`config.mk`:
```
export PLATFORM = sky130hd
export DESIGN_NAME = controlador_display_flat
export DESIGN_NICKNAME = d
export VERILOG_FILES = /design/src/rtl/controlador_display_if.sv /design/src/rtl/controlador_display.sv /design/src/flat_wrapper.sv
export SDC_FILE = /design/constraint.sdc
export NUM_CORES = 1
export LEC_CHECK = 0
export CAP_MARGIN = 20
export CELL_PAD_IN_SITES_DETAIL_PLACEMENT = 1
export CELL_PAD_IN_SITES_GLOBAL_PLACEMENT = 1
export CORE_ASPECT_RATIO = 1.5
export CORE_MARGIN = 2
export CORE_UTILIZATION = 35
export CTS_CLUSTER_SIZE = 20
export DETAILED_ROUTE_END_ITERATION = 6
export PLACE_DENSITY_LB_ADDON = 0.08
export SYNTH_ARGS = -nofsm -noshare
export SYNTH_HDL_FRONTEND = slang
export SYNTH_SLANG_ARGS = --single-unit
```
`constraint.sdc`:
```
create_clock -name clk -period 2.3 [get_ports clk]
set_input_delay 0.46 -clock clk [delete_from_list [all_inputs] [get_ports clk]]
set_output_delay 0.46 -clock clk [all_outputs]
set_load 0.01 [all_outputs]
```
`src/rtl/controlador_display_if.sv`:
```
// Write port of the display scan controller: new digit values plus blank mask,
// with ready acting as the back-pressure signal while a commit is pending.
interface controlador_display_if #(
  parameter int unsigned N_DIGITOS = 4
) ();
  logic                     wr_en;
  logic [4*N_DIGITOS-1:0]   wr_valor;
  logic [N_DIGITOS-1:0]     wr_blank;
  logic                     ready;

  modport master (
    output wr_en,
    output wr_valor,
    output wr_blank,
    input  ready
  );

  modport slave (
    input  wr_en,
    input  wr_valor,
    input  wr_blank,
    output ready
  );
endinterface

```
`src/rtl/controlador_display.sv`:
```
// Time-multiplexed scan controller for an N-digit common-anode 7-segment display.
// Values written through the port are held in a shadow copy and committed only at frame end.
module controlador_display #(
  parameter int unsigned N_DIGITOS   = 4,
  parameter int unsigned DIV_REFRESH = 50000
) (
  input  logic                         clk,
  input  logic                         reset,
  controlador_display_if.slave         wr,
  output logic [3:0]                   nibble_out,
  output logic [N_DIGITOS-1:0]         anodo_out,
  output logic [$clog2(N_DIGITOS)-1:0] digito_idx
);

  localparam int unsigned IdxW = $clog2(N_DIGITOS);
  localparam int unsigned CntW = (DIV_REFRESH > 1) ? $clog2(DIV_REFRESH) : 1;
  localparam logic [CntW-1:0] CntLast = CntW'(DIV_REFRESH - 1);
  localparam logic [IdxW-1:0] IdxLast = IdxW'(N_DIGITOS - 1);

  typedef enum logic {StGuard, StAtivo} fase_e;

  logic [CntW-1:0]        cnt_q, cnt_d;
  logic [IdxW-1:0]        idx_q, idx_d;
  fase_e                  fase_q, fase_d;
  logic [4*N_DIGITOS-1:0] sh_valor_q, sh_valor_d;
  logic [N_DIGITOS-1:0]   sh_blank_q, sh_blank_d;
  logic [4*N_DIGITOS-1:0] disp_valor_q, disp_valor_d;
  logic [N_DIGITOS-1:0]   disp_blank_q, disp_blank_d;
  logic                   pend_q, pend_d;
  logic [3:0]             nibble_q, nibble_d;
  logic [N_DIGITOS-1:0]   anodo_q, anodo_d;

  logic fim_slot, fronteira, commit, aceita;

  always_comb begin
    fim_slot  = (cnt_q == CntLast);
    fronteira = fim_slot && (idx_q == IdxLast);
    commit    = fronteira && pend_q;
    // A pending write blocks new ones, so accept and commit never coincide.
    aceita    = wr.wr_en && !pend_q;

    cnt_d = fim_slot ? '0 : cnt_q + 1'b1;
    idx_d = idx_q;
    if (fim_slot) begin
      idx_d = (idx_q == IdxLast) ? '0 : idx_q + 1'b1;
    end
    fase_d = (cnt_d == '0) ? StGuard : StAtivo;

    sh_valor_d   = sh_valor_q;
    sh_blank_d   = sh_blank_q;
    disp_valor_d = disp_valor_q;
    disp_blank_d = disp_blank_q;
    pend_d       = pend_q;
    if (commit) begin
      disp_valor_d = sh_valor_q;
      disp_blank_d = sh_blank_q;
      pend_d       = 1'b0;
    end else if (aceita) begin
      sh_valor_d = wr.wr_valor;
      sh_blank_d = wr.wr_blank;
      pend_d     = 1'b1;
    end

    // Outputs are precomputed from next state so they leave the FSM registered.
    nibble_d = disp_valor_d[{idx_d, 2'b00} +: 4];
    anodo_d  = '1;
    if (fase_d == StAtivo && !disp_blank_d[idx_d]) begin
      anodo_d[idx_d] = 1'b0;
    end
  end

  always_ff @(posedge clk) begin
    if (reset) begin
      cnt_q        <= '0;
      idx_q        <= '0;
      fase_q       <= StGuard;
      sh_valor_q   <= '0;
      sh_blank_q   <= '0;
      disp_valor_q <= '0;
      disp_blank_q <= '0;
      pend_q       <= 1'b0;
      nibble_q     <= '0;
      anodo_q      <= '1;
    end else begin
      cnt_q        <= cnt_d;
      idx_q        <= idx_d;
      fase_q       <= fase_d;
      sh_valor_q   <= sh_valor_d;
      sh_blank_q   <= sh_blank_d;
      disp_valor_q <= disp_valor_d;
      disp_blank_q <= disp_blank_d;
      pend_q       <= pend_d;
      nibble_q     <= nibble_d;
      anodo_q      <= anodo_d;
    end
  end

  assign wr.ready   = ~pend_q;
  assign nibble_out = nibble_q;
  assign anodo_out  = anodo_q;
  assign digito_idx = idx_q;

  logic unused_fase;
  assign unused_fase = (fase_q == StAtivo);

endmodule

```
`src/flat_wrapper.sv`:
```
// flat-port wrapper written by rule: the top's interface ports become plain ports
module controlador_display_flat 
#(
  parameter int unsigned N_DIGITOS   = 4,
  parameter int unsigned DIV_REFRESH = 50000
)
  (clk, reset, nibble_out, anodo_out, digito_idx, wr_wr_en, wr_wr_valor, wr_wr_blank, wr_ready);
  controlador_display_if #(.N_DIGITOS(N_DIGITOS)) wr_i ();
  input  logic clk;
  input  logic reset;
  output logic [3:0] nibble_out;
  output logic [N_DIGITOS-1:0] anodo_out;
  output logic [$clog2(N_DIGITOS)-1:0] digito_idx;
  input wire logic [$bits(wr_i.wr_en)-1:0] wr_wr_en;
  input wire logic [$bits(wr_i.wr_valor)-1:0] wr_wr_valor;
  input wire logic [$bits(wr_i.wr_blank)-1:0] wr_wr_blank;
  output wire logic [$bits(wr_i.ready)-1:0] wr_ready;
  assign wr_i.wr_en = wr_wr_en;
  assign wr_i.wr_valor = wr_wr_valor;
  assign wr_i.wr_blank = wr_wr_blank;
  assign wr_ready = wr_i.ready;
  controlador_display #(.N_DIGITOS(N_DIGITOS), .DIV_REFRESH(DIV_REFRESH)) u_core (.clk(clk), .reset(reset), .wr(wr_i), .nibble_out(nibble_out), .anodo_out(anodo_out), .digito_idx(digito_idx));
endmodule
```
==> results by group <==
Clocking
  – Total CTS buffers: 9
  – Root buffer cell: clkbuf_16
  – Insertion delay to the later sink of the worst-skew pair: roughly 0.33 ns
  – H-tree levels: 3
  – CTS tree: done
  – Clock sink total: 67
  – Worst-path clk slew: approximately 0.05 ns
  – CTS Buffer Depth: 2
  – # hold bufs at CTS: 0

Logic synthesis
  – Synth area leader: dfxtp_1
  – Synthesis Warnings: 0
  – Post-synthesis adder-cell area fraction: less than 1%
  – Synthesized net count: between 300 and 400
  – Synth top area cells: dfxtp_1, nand2_1, mux2i_1, nor2_1, a21oi_1
  – Post-synthesis mux area share: about 7.5%
  – Post-Synth XOR/XNOR Area: 4.32%
  – Post-synthesis simple-gate area fraction: 24.5%
  – Post-synthesis cell count: 320
  – Synth top area share: 47.2%
  – Syn_area_per_cell: ~8.9 sq um
  – #FFs+latches synth: 67
  – Post-synthesis sequential area ratio: 47.2%
  – Post-synthesis compound-gate area fraction: between 10% and 20%
  – Synthesized area: 2840 sq um
  – Synth cell types: 42
  – Largest family of logic cells by synthesized area: simple AND/OR/NAND/NOR gates

Setup path
  – Critical Path Start Type: flip-flop
  – Top cell by count, worst path: buf_4
  – CP cell instances: ha_1 -> buf_4 -> nand3_1 -> nor3_1 -> nor3_1 -> a2111oi_1 -> buf_4 -> a41oi_2 -> buf_4 -> nand2_1
  – Worst path max stage delay: between 0.3 and 0.4 ns
  – WP data required: around 2.6 ns
  – Setup Crit Path Kind: flip-flop to flip-flop
  – Buf/Inv on CP: 3
  – Worst path arrival time: around 2.5 ns
  – Crit path max fanout: 4
  – Crit. End Element: flip-flop
  – CP max stage cell: dfxtp_1
  – Delay-heaviest family, CP: simple AND/OR/NAND/NOR gates

Power and ir drop
  – Combinational Power Share: under 10%
  – Internal Pwr Total: between 0.002 and 0.0025 W
  – Switching pwr: just under 0.0006 W
  – Pwr Density: approximately 710 nW/um^2
  – Peak supply drop: around 0.52 mV
  – Switching part of the total: 21.7%
  – Reg power frac: 44.3%
  – Clock Power Share: 49.4%
  – Leakage power: approximately 1.4 nW
  – Final total power: 0.00273 W

Timing
  – Slew Viols, Final: 0
  – Final period util: 96.4%
  – Setup ws final: around 0.084 ns
  – Min cycle time layout: around 2.2 ns
  – Fmax: between 0.4 and 0.5 GHz
  – Worst-Margin Slew: about 0.4 ns
  – Setup Viol. Count Final: 0
  – Setup Skew: around 0.0021 ns
  – Hold Fails Final Rpt: 0
  – Rel. slew slack: between 70% and 80%

Floorplanning
  – FP Rows: 40
  – Die ar.: 8860 sq um
  – Core box area: 7960 sq um
  – IO Pins: 34
  – Die width: about 78 um
  – Initial core utilization: between 30% and 40%
  – Height of the die: 114 um

Detailed routing
  – Number of nets with antenna violations after routing: 0
  – Drt pass-1 iters: 4
  – Drt drc: 0
  – Iteration-0 DRC Markers: 83
  – Via count of the routed design: 2,457
  – Vias per cell: about 5
  – Final wirelength: 7780 um
  – Routed len/inst: ~16 um

Worst hold path
  – Hold Path Class: flip-flop to flip-flop

Final layout
  – Post-route cell area: 3850 sq um
  – Fillers: ~920
  – Layout cells sized above 1: a little under 20%
  – Nets: 407
  – Syn-to-layout area delta: 35.7%
  – Most frequent cells in the layout: dfxtp_1, nand2_1, nor2_1, buf_4, clkdlybuf4s50_1
  – Post-Route Utilization: roughly half
  – Commonest non-fill, non-tap cell in the layout: dfxtp_1
  – Final non-filler cell total: about 490
  – ANT cells: 0

Place
  – Inst Count DP: 475
  – Placer Congestion: between 0.8 and 0.9
  – Half-perimeter wire length after placement: a little under 6000 um
  – Post-DP Area: between 3000 and 4000 sq um
  – Pre-CTS setup slack: -0.0458 ns
  – Port bufs: 33

Run
  – Max cap viols: 0

Global route
  – GRT overflow: 0
  – Largest net degree at the start of global routing: 28
  – Antenna violations before repair: 0
  – First-pass GRT wire length: between 10,000 and 15,000 um
  – Vias in the first global route: between 2,000 and 3,000
  – Total global-route track usage: between 10% and 20%

Run status
  – Status: finished clean
==> metal layers <==
layer	vias up	global-route usage, %	part of all wire [%]
met5	-	0	0
li1	1226	-	-
met1	1188	19.7	39
met4	0	8.93	2.8
met2	28	36.9	56
met3	15	4.81	2.6
==> worst min-delay path: cells and delay by family, from the launching register on <==
kind            cells  cell delay [ns]
flops               1             0.31
compound gates      1             0.05
simple gates        1             0.05
==> Yosys cell counts, drive strengths merged <==
cell     count
a2111oi      1
a21oi       28
a2bb2oi      2
a31oi        2
a41oi        1
and3         4
and4         2
and4b        1
buf          6
clkbuf      12
dfxtp       67
ha           2
inv          4
mux2         3
mux2i       18
nand2       56
nand2b       1
nand3       11
nand4        4
nand4b       1
nor2        40
nor2b        5
nor3         9
nor3b        3
nor4         2
nor4b        1
o21ai        1
o22a         9
o311ai       1
o31ai        2
or3          4
or3b         1
or4          2
xnor2       10
xor2         4
==> kinds of logic after synthesis <==
family	after synthesis
simple gates	147
flops	67
compound gates	47
buf+inv	22
mux	21
xor+xnor	14
fa+ha+maj	2
==> sequential cells by signal (all words and copies together), names as in the netlist <==
register	count
u_core.cnt_q	16
u_core.disp_valor_q	16
u_core.pend_q	1
u_core.digito_idx	2
u_core.nibble_out	4
u_core.anodo_out	4
u_core.sh_valor_q	16
u_core.sh_blank_q	4
u_core.disp_blank_q	4
==> through the flow <==
stage | hold slack, ns | TNS [ns]
floorplan | 0.433 | 0
global placement | 0.442 | -0.159
detailed placement | 0.449 | -0.134
CTS | 0.457 | 0
global route | 0.488 | -0.0325
finish | 0.459 | 0
==> power groups by stage <==
| stage | registers [W] | logic [W] | clock network, W |
|---|---|---|---|
| 3_3_place_gp | 0.00124 | 0.000169 | 0 |
| 4_1_cts | 0.00121 | 0.000172 | 0.00138 |
| 6_report | 0.00121 | 0.000172 | 0.00135 |
| 5_1_grt | 0.00121 | 0.000195 | 0.00143 |
| 2_1_floorplan | 0.00123 | 0.0000780 | 0 |
| 3_5_place_dp | 0.00124 | 0.000171 | 0 |
==> area by class of cell <==
class	count	area, sq um	share of cell area [%]
sequential	67	1340	34.8
timing repair buffer	69	608	15.8
tap	105	131	3.41
clock inverter	5	52.6	1.36
inverter	4	15.0	0.390
clock buffer	11	243	6.30
multi-input combinational	231	1460	37.9
==> worst paths after layout <==
check / startpoint / end / slack [ns] / depth (start not counted)
worst max-delay path: u_core.cnt_q[1]$_SDFF_PP0_ / u_core.anodo_out[1]$_SDFF_PP1_ / 0.08 / 10
worst min-delay path: u_core.sh_blank_q[1]$_SDFFE_PP0P_ / u_core.sh_blank_q[1]$_SDFFE_PP0P_ / 0.46 / 2
worst max register to register: u_core.cnt_q[1]$_SDFF_PP0_ / u_core.anodo_out[1]$_SDFF_PP1_ / 0.08 / 10
worst min register to register: u_core.sh_blank_q[1]$_SDFFE_PP0P_ / u_core.sh_blank_q[1]$_SDFFE_PP0P_ / 0.46 / 2
==> repair_timing <==
item	in CTS	in global routing
setup endpoints to repair	7	7
resized for setup	4	10
buffers inserted	1	0
pin swaps	3	0
No activity file was read; power rests on OpenSTA's default activity.
